===== src/rtl/dmi_req_arb.sv =====
`default_nettype none
// ============================================================================
//  Module   : dmi_req_arb
//  Purpose  : Round-robin arbiter that shares the single DMI request/response
//             port of the debug module CSR block between NumReq DMI sources.
//             Exactly one transaction is in flight at a time. The response is
//             returned only to the source that issued the request.
//  Options  : DMI_REQ_ARB_TIMEOUT_EN - when defined, a WAIT that lasts
//             TimeoutCycles cycles without a DM response ends with a
//             synthesized failed response (data 0, resp 2).
//  Revision : 1.0 - initial release
// ============================================================================
module dmi_req_arb #(
  parameter int NumReq        = 2,
  parameter int AddrWidth     = 7,
  parameter int TimeoutCycles = 1023
) (
  input  logic                        clk_i,
  input  logic                        rst_i,
  input  logic [NumReq-1:0]           src_req_valid_i,
  output logic [NumReq-1:0]           src_req_ready_o,
  input  logic [NumReq*AddrWidth-1:0] src_req_addr_i,
  input  logic [NumReq*2-1:0]         src_req_op_i,
  input  logic [NumReq*32-1:0]        src_req_data_i,
  output logic [NumReq-1:0]           src_rsp_valid_o,
  input  logic [NumReq-1:0]           src_rsp_ready_i,
  output logic [31:0]                 src_rsp_data_o,
  output logic [1:0]                  src_rsp_resp_o,
  output logic                        dm_req_valid_o,
  input  logic                        dm_req_ready_i,
  output logic [AddrWidth-1:0]        dm_req_addr_o,
  output logic [1:0]                  dm_req_op_o,
  output logic [31:0]                 dm_req_data_o,
  input  logic                        dm_rsp_valid_i,
  output logic                        dm_rsp_ready_o,
  input  logic [31:0]                 dm_rsp_data_i,
  input  logic [1:0]                  dm_rsp_resp_i,
  output logic                        busy_o,
  output logic [$clog2(NumReq)-1:0]   owner_o
);

  localparam int            c_OW          = $clog2(NumReq);
  localparam logic [c_OW:0] c_NUM         = (c_OW+1)'(NumReq);
  localparam logic [1:0]    c_ST_IDLE     = 2'd0;
  localparam logic [1:0]    c_ST_ISSUE    = 2'd1;
  localparam logic [1:0]    c_ST_WAIT     = 2'd2;
  localparam logic [1:0]    c_ST_RESP     = 2'd3;
  localparam logic [1:0]    c_OP_NOP      = 2'd0;
  localparam logic [1:0]    c_RESP_FAILED = 2'd2;

  logic [1:0]           r_state;
  logic [1:0]           w_next_state;
  logic [c_OW-1:0]      r_rr_ptr;
  logic [c_OW-1:0]      r_owner;
  logic [AddrWidth-1:0] r_addr;
  logic [1:0]           r_op;
  logic [31:0]          r_data;
  logic [31:0]          r_rsp_data;
  logic [1:0]           r_rsp_resp;

  logic                 w_any_valid;
  logic [c_OW:0]        w_cand;
  logic [c_OW-1:0]      w_gnt_idx;
  logic [AddrWidth-1:0] w_gnt_addr;
  logic [1:0]           w_gnt_op;
  logic [31:0]          w_gnt_data;
  logic [c_OW:0]        w_owner_inc;
  logic [c_OW-1:0]      w_rr_next;
  logic                 w_owner_rdy;
  logic                 w_tmo;

  assign w_any_valid = |src_req_valid_i;
  assign w_owner_rdy = src_rsp_ready_i[r_owner];

  // Pointer after the owner, wrapping at NumReq rather than at 2^width.
  assign w_owner_inc = {1'b0, r_owner} + (c_OW+1)'(1);
  assign w_rr_next   = (w_owner_inc >= c_NUM) ? '0 : w_owner_inc[c_OW-1:0];

  // Round-robin search: walk downward so the closest valid source at or above
  // rr_ptr (with wrap) is the last one written and therefore wins.
  always_comb begin
    w_cand    = '0;
    w_gnt_idx = '0;
    for (int k = NumReq - 1; k >= 0; k--) begin
      w_cand = {1'b0, r_rr_ptr} + (c_OW+1)'(k);
      if (w_cand >= c_NUM) begin
        w_cand = w_cand - c_NUM;
      end
      if (src_req_valid_i[w_cand[c_OW-1:0]]) begin
        w_gnt_idx = w_cand[c_OW-1:0];
      end
    end
  end

  // Select the granted source's request fields from the packed buses.
  always_comb begin
    w_gnt_addr = '0;
    w_gnt_op   = '0;
    w_gnt_data = '0;
    for (int i = 0; i < NumReq; i++) begin
      if (c_OW'(i) == w_gnt_idx) begin
        w_gnt_addr = src_req_addr_i[i*AddrWidth +: AddrWidth];
        w_gnt_op   = src_req_op_i[i*2 +: 2];
        w_gnt_data = src_req_data_i[i*32 +: 32];
      end
    end
  end

`ifdef DMI_REQ_ARB_TIMEOUT_EN
  localparam logic [31:0] c_TMO_LAST = 32'(TimeoutCycles - 1);
  logic [31:0] r_tmo_cnt;

  // WAIT-cycle counter, cleared while issuing so it starts at zero in WAIT.
  always_ff @(posedge clk_i) begin
    if (rst_i) begin
      r_tmo_cnt <= '0;
    end else if (r_state == c_ST_ISSUE) begin
      r_tmo_cnt <= '0;
    end else if (r_state == c_ST_WAIT) begin
      r_tmo_cnt <= r_tmo_cnt + 32'd1;
    end
  end

  // Fires in the WAIT cycle in which the count reaches TimeoutCycles.
  assign w_tmo = (r_state == c_ST_WAIT) && (r_tmo_cnt == c_TMO_LAST);
`else
  logic w_unused_tmo;
  assign w_unused_tmo = (TimeoutCycles != 0);
  assign w_tmo        = 1'b0;
`endif

  // State register.
  always_ff @(posedge clk_i) begin
    if (rst_i) begin
      r_state <= c_ST_IDLE;
    end else begin
      r_state <= w_next_state;
    end
  end

  // Next-state logic.
  always_comb begin
    w_next_state = r_state;
    case (r_state)
      c_ST_IDLE:  if (w_any_valid) w_next_state = c_ST_ISSUE;
      c_ST_ISSUE: if (dm_req_ready_i) w_next_state = (r_op == c_OP_NOP) ? c_ST_IDLE : c_ST_WAIT;
      c_ST_WAIT:  if (dm_rsp_valid_i || w_tmo) w_next_state = c_ST_RESP;
      c_ST_RESP:  if (w_owner_rdy) w_next_state = c_ST_IDLE;
      default:    w_next_state = c_ST_IDLE;
    endcase
  end

  // Request/response buffers, owner and round-robin pointer.
  always_ff @(posedge clk_i) begin
    if (rst_i) begin
      r_rr_ptr   <= '0;
      r_owner    <= '0;
      r_addr     <= '0;
      r_op       <= '0;
      r_data     <= '0;
      r_rsp_data <= '0;
      r_rsp_resp <= '0;
    end else begin
      case (r_state)
        c_ST_IDLE: begin
          if (w_any_valid) begin
            r_owner <= w_gnt_idx;
            r_addr  <= w_gnt_addr;
            r_op    <= w_gnt_op;
            r_data  <= w_gnt_data;
          end
        end
        c_ST_WAIT: begin
          // A real response in the timeout cycle takes precedence.
          if (dm_rsp_valid_i) begin
            r_rsp_data <= dm_rsp_data_i;
            r_rsp_resp <= dm_rsp_resp_i;
          end else if (w_tmo) begin
            r_rsp_data <= '0;
            r_rsp_resp <= c_RESP_FAILED;
          end
        end
        c_ST_RESP: begin
          if (w_owner_rdy) begin
            r_rr_ptr <= w_rr_next;
          end
        end
        default: ;
      endcase
    end
  end

  // Outputs decoded from state; only the grant strobe looks at source inputs.
  always_comb begin
    src_req_ready_o = '0;
    src_rsp_valid_o = '0;
    if ((r_state == c_ST_IDLE) && w_any_valid && !rst_i) begin
      src_req_ready_o[w_gnt_idx] = 1'b1;
    end
    if (r_state == c_ST_RESP) begin
      src_rsp_valid_o[r_owner] = 1'b1;
    end
    dm_req_valid_o = (r_state == c_ST_ISSUE);
    dm_rsp_ready_o = (r_state == c_ST_WAIT);
    busy_o         = (r_state != c_ST_IDLE);
  end

  assign dm_req_addr_o  = r_addr;
  assign dm_req_op_o    = r_op;
  assign dm_req_data_o  = r_data;
  assign src_rsp_data_o = r_rsp_data;
  assign src_rsp_resp_o = r_rsp_resp;
  assign owner_o        = r_owner;

endmodule
`default_nettype wire

===== config.mk =====
export PLATFORM = sky130hd
export DESIGN_NAME = dmi_req_arb
export DESIGN_NICKNAME = d
export VERILOG_FILES = /design/src/rtl/dmi_req_arb.sv
export SDC_FILE = /design/constraint.sdc
export NUM_CORES = 1
export LEC_CHECK = 0
export BUFFER_PORTS_ARGS = -buffer_cell sky130_fd_sc_hd__buf_4
export CAP_MARGIN = 40
export CORE_MARGIN = 2
export CORE_UTILIZATION = 46
export DETAILED_ROUTE_END_ITERATION = 10
export PLACE_DENSITY = 0.9
export SYNTH_ARGS = -nofsm -noshare
export SYNTH_HDL_FRONTEND = slang
export SYNTH_SLANG_ARGS = --single-unit

===== constraint.sdc =====
create_clock -name clk_i -period 3.22 [get_ports clk_i]
set_clock_uncertainty 0.15 [all_clocks]
set_input_delay 0.322 -clock clk_i [delete_from_list [all_inputs] [get_ports clk_i]]
set_output_delay 0.322 -clock clk_i [all_outputs]
set_load 0.01 [all_outputs]

==> flow_metrics.py, run 1 <==
metrics = {
    "outcome": {
        "status": "finished clean",
    },
    "routing": {
        "avgRoutedWirePerCell_um": 15.1,
        "viasPerCell": 5.25,
        "drtIter0Drc": 129,
        "first_pass_iters": 4,
        "routed_wl_um": 9970,
        "drc": 0,
        "vias": 3473,
        "ant_nets": 0,
    },
    "worst_setup_path": {
        "worstReg2RegEnd": "dm_req_data_o[7]$_SDFFE_PP0P_",
        "r2r_cells": 5,
        "cp.required_ps": 2750,
        "path_cells": "nor2_4 -> inv_2 -> a2111oi_4 -> buf_4",
        "slowest_delay_ps": 580,
        "crit_type": "reg -> out",
        "worstPathArrival_ps": 1860,
        "cp_top_family": "compound AO/OA/AOI/OAI gates",
        "path_max_fanout": 12,
        "cp_slowest_cell": "a2111oi_4",
        "r2r_slack_ps": 1050,
        "start_kind": "flop",
        "endpoint_kind": "output port",
        "crit_buf_inv": 2,
    },
    "die": {
        "ioPinCount": 207,
        "dieHeight_um": 88.5,
        "die_x_um": 88.5,
        "rows": 30,
        "dieArea_mm2": 0.00784,
        "core_area_mm2": 0.00687,
        "initial_core_util": 0.479,
    },
    "hold_path": {
        "min_path_type": "in -> reg",
        "hp-start": "src_req_addr_i[8]",
        "holdPathStages": 2,
        "min_to": "dm_req_addr_o[1]$_SDFFE_PP0P_",
    },
    "clock_network": {
        "clkTransAtPathRegs_ps": 80,
        "h-tree-depth": 3,
        "cts_tree": "yes",
        "clk_latency_ps": 330,
        "clkSinkCount": 79,
        "post-cts-setup-buffers": 0,
        "clockBufferDepth": 2,
        "cts-hold-fix-buffers": 0,
        "ctsResizeCount": 0,
        "cts_made_buffers": 9,
        "cts_root_buf": "clkbuf_8",
    },
    "synth": {
        "syn_nets": 495,
        "ys_top_cells_by_area": "dfxtp_1 48%, a221o_1 12%, a211oi_1 9.4%",
        "ys_seq_elements": 79,
        "ys_warn_count": 0,
        "syn_inst": 371,
        "ys_types": 29,
        "yosysTopAreaCell": "dfxtp_1",
        "synthesis.area_mm2": 0.00329,
        "synth_seq_area_share": 0.481,
        "avgSynthCellArea_um2": 8.86,
        "synth_top_area_frac": 0.481,
    },
    "pwr": {
        "power.density_mw_per_mm2": 458,
        "max-vdd-ir-drop_mv": 0.263,
        "total_power_mw": 2.31,
        "leakage_nw": 2.23,
    },
    "cells_and_area": {
        "synthToLayoutAreaGrowth_pct": 53.3,
        "antennaDiodeCount": 0,
        "layout-drive-gt1-share": 0.411,
        "fin_nets": 684,
    },
    "placement": {
        "dp_hpwl_um": 7320,
        "port_buffers": 206,
        "gp_congestion": 0.723,
    },
    "sta": {
        "finalSetupViolCount": 0,
        "layout_min_cycle_time_ps": 2330,
        "hold_viol": 0,
        "grt_setup_unrepaired": "false",
        "slew_headroom": 0.510,
        "fin_tns_setup_ps": 0,
        "worstMarginPinSlew_ps": 735,
        "max_freq_mhz": 429,
        "drv_slew": 0,
        "fin_crit_sh": 0.723,
    },
    "global_routing": {
        "grt_overflow": 0,
        "antenna_found_initial": 0,
        "grt_pass1_wl_um": 15300,
        "grt.total_usage": 0.248,
        "grt_max_degree": 56,
        "first_global_vias": 3276,
    },
    "job": {
        "drv_cap": 0,
    },
}
-- placed cells by master (no fill, tap or decap) --
cell	n
buf_4	213
dfxtp_1	79
nand2_1	70
inv_1	43
a211oi_1	41
a221o_1	40
a21oi_1	37
clkbuf_8	9
nor2_1	4
nor2b_1	3
o21ai_0	2
o211a_1	2
clkinv_2	2
bufinv_16	2
clkinvlp_4	2
nor2_4	1
inv_2	1
a2111oi_4	1
and3_1	1
nor4_4	1
and3b_1	1
nand3b_1	1
or2_1	1
mux2i_1	1
a2111oi_0	1
o22ai_1	1
a31oi_1	1
nand3_1	1
a2bb2oi_1	1
a21o_1	1
clkbuf_1	1
-- synth_stat cells --
master and instances:
buf_4 1, buf_2 12, a221o_1 40, buf_6 4, nor2_4 1, nor4_4 1
nand3_1 1, a211oi_1 41, nor2b_1 3, a2bb2oi_1 1, nand2_1 70, and3_1 1
a31oi_1 1, or2_1 1, o22ai_1 1, inv_2 1, and3b_1 1, a2111oi_0 1
nor2_1 4, nand3b_1 1, dfxtp_1 79, o21ai_0 2, a21oi_1 37, inv_1 43
o211a_1 2, a21o_1 1, mux2i_1 1, a2111oi_4 1, clkbuf_1 18
-- cells by family after synthesis --
family / synth area share
buf+inv: 0.105
compound gates: 0.301
flops: 0.481
mux: 0.00304
simple gates: 0.110
-- registers in the layout, summed over array words and instances, names as in the netlist, named ones only --
signal	count
owner_o	1
src_rsp_resp_o	2
src_rsp_data_o	32
r_rr_ptr	1
dm_req_addr_o	7
r_state	1
dm_req_data_o	32
dm_req_op_o	2
-- where the power goes --
| part | switching, mW | internal, mW |
|---|---|---|
| combinational | 0.198 | 0.242 |
| clock | 0.352 | 0.434 |
| sequential | 0.0433 | 1.04 |
-- cell type report --
| cell class | instances | area (µm²) |
|---|---|---|
| fill | 558 | 1830 |
| timing repair buffer | 213 | 1600 |
| sequential | 79 | 1580 |
| multi-input combinational | 213 | 1360 |
| inverter | 44 | 165 |
| clock buffer | 10 | 128 |
| tap | 96 | 120 |
| clock inverter | 6 | 85.1 |
-- worst max path at each step --
stage | start | to | slack (ps) | cells past startpoint
final | flop | src_req_ready_o[0] | 890 | 4
after global routing | flop | src_req_ready_o[0] | 750 | 4
after CTS | flop | src_req_ready_o[0] | 900 | 4
after detailed placement | flop | dm_req_data_o[7]$_SDFFE_PP0P_ | 1110 | 5
after global placement | rst_i | dm_req_data_o[4]$_SDFFE_PP0P_ | 1180 | 4
after floorplan | flop | src_req_ready_o[1] | 1570 | 4
-- stage by stage --
step	cells	hold WS (ps)	instance area, µm²	util	setup slack (ps)
global route	661	32.9	5040	0.734	749
global placement	645	293	4830	0.703	1180
detailed placement	645	297	4830	0.703	1110
finish	661	48.3	5040	0.734	891
floorplan	371	308	3290	-	1570
CTS	661	37.3	5040	0.734	899
-- metal layers --
layer / wire [µm] / track usage / part of all wire
met2: 4940 / 0.422 / 0.50
met1: 4010 / 0.303 / 0.40
met4: 174 / 0.0895 / 0.017
met3: 839 / 0.0672 / 0.084
met5: 0 / 0 / 0
No activity file was read; power rests on OpenSTA's default activity.
==> run 2, diff against run 1 <==
--- a/config.mk
+++ b/config.mk
@@ -5,12 +5,13 @@
 export SDC_FILE = /design/constraint.sdc
 export NUM_CORES = 1
 export LEC_CHECK = 0
+export ABC_AREA = 1
 export BUFFER_PORTS_ARGS = -buffer_cell sky130_fd_sc_hd__buf_4
 export CAP_MARGIN = 40
 export CORE_MARGIN = 2
-export CORE_UTILIZATION = 46
+export CORE_UTILIZATION = 38
 export DETAILED_ROUTE_END_ITERATION = 10
-export PLACE_DENSITY = 0.9
+export PLACE_DENSITY = 0.8
 export SYNTH_ARGS = -nofsm -noshare
 export SYNTH_HDL_FRONTEND = slang
 export SYNTH_SLANG_ARGS = --single-unit
==> constraint.sdc (replaced) <==
create_clock -name clk_i -period 2 [get_ports clk_i]
set_clock_uncertainty 0.15 [all_clocks]
set_input_delay 0.2 -clock clk_i [delete_from_list [all_inputs] [get_ports clk_i]]
set_output_delay 0.2 -clock clk_i [all_outputs]
set_load 0.01 [all_outputs]
==> flow_metrics.py, run 2 <==
metrics = {
    "outcome": {
        "status": "finished clean",
    },
    "pwr": {
        "power.density_mw_per_mm2": 640,
        "max-vdd-ir-drop_mv": 0.364,
        "leakage_nw": 2.88,
    },
    "cells_and_area": {
        "synthToLayoutAreaGrowth_pct": 94.2,
        "most-common-layout-cells": "217 x buf_4, 162 x nand2_1, 114 x dlygate4sd3_1, 78 x dfxtp_1, 73 x nand3_1",
        "final_core_util": 0.754,
        "fin_nets": 859,
        "n_fill_cell": 512,
        "multiInputGateArea_mm2": 0.00139,
        "layout-drive-gt1-share": 0.335,
        "final_common_cell": "buf_4",
        "regArea_mm2": 0.00158,
    },
    "synth": {
        "yosys.cell_count.top_type": "nand2_1",
        "yosysTopAreaCell": "dfxtp_1",
        "ys_types": 22,
        "synth_edf_count": 0,
        "synth_top_area_frac": 0.498,
        "ys_warn_count": 0,
        "ys_top_cells_by_area": "dfxtp_1 50%, nand2_1 19%, nand3_1 12%",
        "async_reset_ff_frac": 0,
        "synthTopCellsByCount": "162 x nand2_1, 79 x dfxtp_1, 73 x nand3_1",
        "ys_seq_elements": 79,
        "synthesis.area_mm2": 0.00317,
        "syn_inst": 415,
        "synth_seq_area_share": 0.498,
        "syn_nets": 539,
        "ys.flop_type": "dfxtp_1",
        "avgSynthCellArea_um2": 7.65,
    },
    "die": {
        "dieHeight_um": 95.4,
        "initial_core_util": 0.388,
        "dieArea_mm2": 0.00910,
        "core_area_mm2": 0.00818,
        "rows": 33,
        "ioPinCount": 207,
        "die_x_um": 95.4,
    },
    "routing": {
        "viasPerCell": 5.02,
        "drtIter0Drc": 145,
        "drc": 0,
        "first_pass_iters": 5,
        "routed_wl_um": 13600,
        "ant_nets": 0,
        "vias": 4248,
        "avgRoutedWirePerCell_um": 16.0,
    },
    "hold_path": {
        "min_path_type": "in -> reg",
        "hp-start": "dm_rsp_data_i[22]",
    },
    "clock_network": {
        "cts_made_buffers": 9,
        "h-tree-depth": 3,
        "clkTransAtPathRegs_ps": 90,
        "cts_root_buf": "clkbuf_8",
        "cts_tree": "yes",
        "clk_latency_ps": 340,
        "clkSinkCount": 79,
        "clockBufferDepth": 2,
    },
    "worst_setup_path": {
        "crit_type": "reg -> out",
        "worstPathArrival_ps": 1560,
        "critPathMostFrequentCell": "nor2_8",
        "endpoint_kind": "output port",
        "path_cells": "nor2_2 -> inv_2 -> nor2_8 -> nand2_8 -> nor2_8 -> buf_4",
        "crit_buf_inv": 2,
        "cp_top_family": "simple AND/OR/NAND/NOR gates",
        "cp.required_ps": 1650,
        "path_max_fanout": 10,
        "slowest_delay_ps": 360,
        "start_kind": "flop",
        "cp_slowest_cell": "dfxtp_1",
    },
    "sta": {
        "grt_setup_unrepaired": "false",
        "fin_tns_setup_ps": 0,
        "finalSetupViolCount": 0,
        "max_freq_mhz": 524,
        "worstMarginPinSlew_ps": 427,
        "layout_min_cycle_time_ps": 1910,
        "hold_viol": 0,
        "fin_crit_sh": 0.955,
        "slew_headroom": 0.714,
        "drv_slew": 0,
    },
    "global_routing": {
        "antenna_found_initial": 0,
        "grt_overflow": 0,
        "grt_max_degree": 41,
        "first_global_vias": 4169,
        "grt_pass1_wl_um": 19800,
        "grt.total_usage": 0.285,
    },
    "placement": {
        "dp_hpwl_um": 6990,
        "gp_congestion": 0.817,
        "port_buffers": 206,
    },
    "job": {
        "drv_cap": 0,
    },
}
-- run 2: cell count changes after synthesis, sizes merged, moves of 3 or more --
cell	change
inv	-29
clkbuf	-11
nor2	+7
nand3	+72
nor2b	-3
a211oi	-41
nand2	+93
a221o	-40
-- run 2: worst paths after layout --
| kind | to | slack [ps] | cells after the start |
|---|---|---|---|
| worst max register to register | dm_req_addr_o[0]$_SDFFE_PP0P_ | 230 | 8 |
| worst min-delay path | src_rsp_data_o[22]$_SDFFE_PP0P_ | 20 | 3 |
| worst min register to register | src_rsp_data_o[10]$_SDFFE_PP0P_ | 320 | 2 |
| worst max-delay path | src_req_ready_o[1] | 90 | 6 |
-- run 2: repair_timing --
item	CTS	global route
hold buffers	114	0
endpoints found under the setup margin	1	2
resized for setup	0	1
gates cloned	1	1
hold endpoints to repair	74	0
pin swaps	1	2
setup buffers	0	3
-- run 2: logic make-up after synthesis --
kind of cell	count (synthesis)	share of synthesized area
AOI/OAI and AO/OA	46	0.0816
buffers and inverters	41	0.0702
DFF	79	0.498
and+or+nand+nor	249	0.350
-- run 2: stage by stage --
step	std cells	hold slack [ps]	area (µm²)	worst slack [ps]	total power [mW]
finish	846	20.3	6170	90.3	3.95
global route	845	9.43	6160	11.3	4.10
CTS	841	3.40	6130	13.3	3.90
detailed placement	710	253	4790	278	2.56
global placement	710	247	4790	331	2.54
floorplan	415	158	3170	604	2.12
-- run 2: area by class of cell --
cell class / instances / share of cell area
timing repair buffer: 333 / 0.456
clock inverter: 4 / 0.00731
clock buffer: 12 / 0.0235
tap: 105 / 0.0213
antenna: 1 / 0.000406
sequential: 79 / 0.257
multi-input combinational: 297 / 0.226
inverter: 15 / 0.00913
-- run 2: routing by layer --
metal	global-route usage	up-vias	share of wire
met1	0.295	1962	0.35
li1	-	1987	-
met3	0.0775	56	0.088
met2	0.513	243	0.51
met4	0.167	0	0.044
met5	0	-	0
-- run 2: report_power, final --
part           total [mW]  internal (mW)  switching, mW
Sequential           1.77           1.69         0.0824
Combinational        1.00          0.556          0.446
Clock                1.18          0.607          0.570
-- run 2: tightest hold or removal path, delay by kind of cell --
family | cells | cell delay (ps)
buf+inv | 1 | 110
compound gates | 1 | 70
simple gates | 1 | 90
==> run 3, diff against run 2 <==
==> config.mk (replaced) <==
export PLATFORM = sky130hd
export DESIGN_NAME = dmi_req_arb
export DESIGN_NICKNAME = d
export VERILOG_FILES = /design/src/rtl/dmi_req_arb.sv
export SDC_FILE = /design/constraint.sdc
export NUM_CORES = 1
export LEC_CHECK = 0
export ABC_AREA = 1
export CAP_MARGIN = 40
export CORE_MARGIN = 2
export CORE_UTILIZATION = 41
export DETAILED_ROUTE_END_ITERATION = 10
export DONT_BUFFER_PORTS = 1
export PLACE_DENSITY = 0.61
export SYNTH_ARGS = -nofsm -noshare
export SYNTH_HDL_FRONTEND = slang
export SYNTH_SLANG_ARGS = --single-unit
==> flow_metrics.py, run 3 <==
metrics = {
    "synth": {
        "synth_top_area_frac": 0.498,
        "ys.flop_type": "dfxtp_1",
        "yosysTopAreaCell": "dfxtp_1",
        "ys_seq_elements": 79,
        "synth_seq_area_share": 0.498,
        "syn_nets": 539,
        "yosys.cell_count.top_type": "nand2_1",
        "synth_edf_count": 0,
        "avgSynthCellArea_um2": 7.65,
        "synthTopCellsByCount": "162 x nand2_1, 79 x dfxtp_1, 73 x nand3_1",
        "ys_top_cells_by_area": "dfxtp_1 50%, nand2_1 19%, nand3_1 12%",
        "synthesis.area_mm2": 0.00317,
        "syn_inst": 415,
        "async_reset_ff_frac": 0,
        "ys_warn_count": 0,
        "ys_types": 22,
    },
    "outcome": {
        "tool.error": "[ERROR RSZ-0060] Max buffer count reached.",
        "lastStage": "clock tree synthesis",
        "status": "stopped before the end",
    },
    "clock_network": {
        "cts-hold-fix-buffers": 104,
        "post-cts-setup-buffers": 0,
        "cts_root_buf": "clkbuf_8",
        "cts_made_buffers": 9,
        "ctsResizeCount": 0,
        "clkSinkCount": 79,
        "h-tree-depth": 3,
        "clockBufferDepth": 2,
    },
    "placement": {
        "port_buffers": 0,
        "preCtsSetupSlack_ps": 265,
        "dp_hpwl_um": 5380,
        "placed_cells": 497,
        "gp_congestion": 0.735,
    },
    "die": {
        "dieHeight_um": 92.0,
        "rows": 32,
        "initial_core_util": 0.417,
        "die_x_um": 92.0,
        "ioPinCount": 207,
    },
}
[run 3: stage by stage]
step | hold slack (ps) | cell area [µm²]
3_5_place_dp | 131 | 3210
3_3_place_gp | 127 | 3210
2_1_floorplan | 158 | 3170
[run 3: cells by family after synthesis]
logic type | share of synthesized area
and+or+nand+nor | 0.350
AOI/OAI and AO/OA | 0.0816
DFF | 0.498
buffers and inverters | 0.0702
==> run 4, diff against run 3 <==
--- a/config.mk
+++ b/config.mk
@@ -8,10 +8,10 @@
 export ABC_AREA = 1
 export CAP_MARGIN = 40
 export CORE_MARGIN = 2
-export CORE_UTILIZATION = 41
+export CORE_UTILIZATION = 26
 export DETAILED_ROUTE_END_ITERATION = 10
 export DONT_BUFFER_PORTS = 1
-export PLACE_DENSITY = 0.61
+export PLACE_DENSITY_LB_ADDON = 0.15
 export SYNTH_ARGS = -nofsm -noshare
 export SYNTH_HDL_FRONTEND = slang
 export SYNTH_SLANG_ARGS = --single-unit
==> constraint.sdc (replaced) <==
create_clock -name clk_i -period 2.6 [get_ports clk_i]
set_clock_uncertainty 0.15 [all_clocks]
set_input_delay 0.26 -clock clk_i [delete_from_list [all_inputs] [get_ports clk_i]]
set_output_delay 0.26 -clock clk_i [all_outputs]
set_load 0.01 [all_outputs]
==> flow_metrics.py, run 4 <==
metrics = {
    "outcome": {
        "tool.error": "[ERROR RSZ-0060] Max buffer count reached.",
        "status": "stopped before the end",
        "lastStage": "clock tree synthesis",
    },
    "clock_network": {
        "post-cts-setup-buffers": 0,
        "cts-hold-fix-buffers": 112,
        "h-tree-depth": 3,
        "clockBufferDepth": 2,
        "clkSinkCount": 79,
        "cts_root_buf": "clkbuf_16",
        "cts_made_buffers": 9,
        "ctsResizeCount": 0,
    },
    "synth": {
        "syn_nets": 539,
        "avgSynthCellArea_um2": 7.65,
        "ys_top_cells_by_area": "dfxtp_1 50%, nand2_1 19%, nand3_1 12%",
        "ys_warn_count": 0,
        "ys_seq_elements": 79,
        "synth_top_area_frac": 0.498,
        "synth_edf_count": 0,
        "synth_seq_area_share": 0.498,
        "synthesis.area_mm2": 0.00317,
        "ys.flop_type": "dfxtp_1",
        "ys_types": 22,
        "async_reset_ff_frac": 0,
        "synthTopCellsByCount": "162 x nand2_1, 79 x dfxtp_1, 73 x nand3_1",
        "yosysTopAreaCell": "dfxtp_1",
        "yosys.cell_count.top_type": "nand2_1",
        "syn_inst": 415,
    },
    "die": {
        "ioPinCount": 207,
        "die_x_um": 114,
        "initial_core_util": 0.265,
        "rows": 40,
        "dieHeight_um": 114,
    },
    "placement": {
        "preCtsSetupSlack_ps": 714,
        "port_buffers": 0,
        "dp_hpwl_um": 6180,
        "gp_congestion": 0.731,
    },
}
## run 4: cell counts after synthesis
Identical to the previous run, type by type.
## run 4: kinds of logic after synthesis
group / count (synthesis) / share of synthesized area
AOI/OAI and AO/OA: 46 / 0.0816
and+or+nand+nor: 249 / 0.350
buffers and inverters: 41 / 0.0702
DFF: 79 / 0.498
## run 4: through the flow
stage | instances | area (µm²)
after floorplan | 415 | 3170
after global placement | 540 | 3220
after detailed placement | 540 | 3220
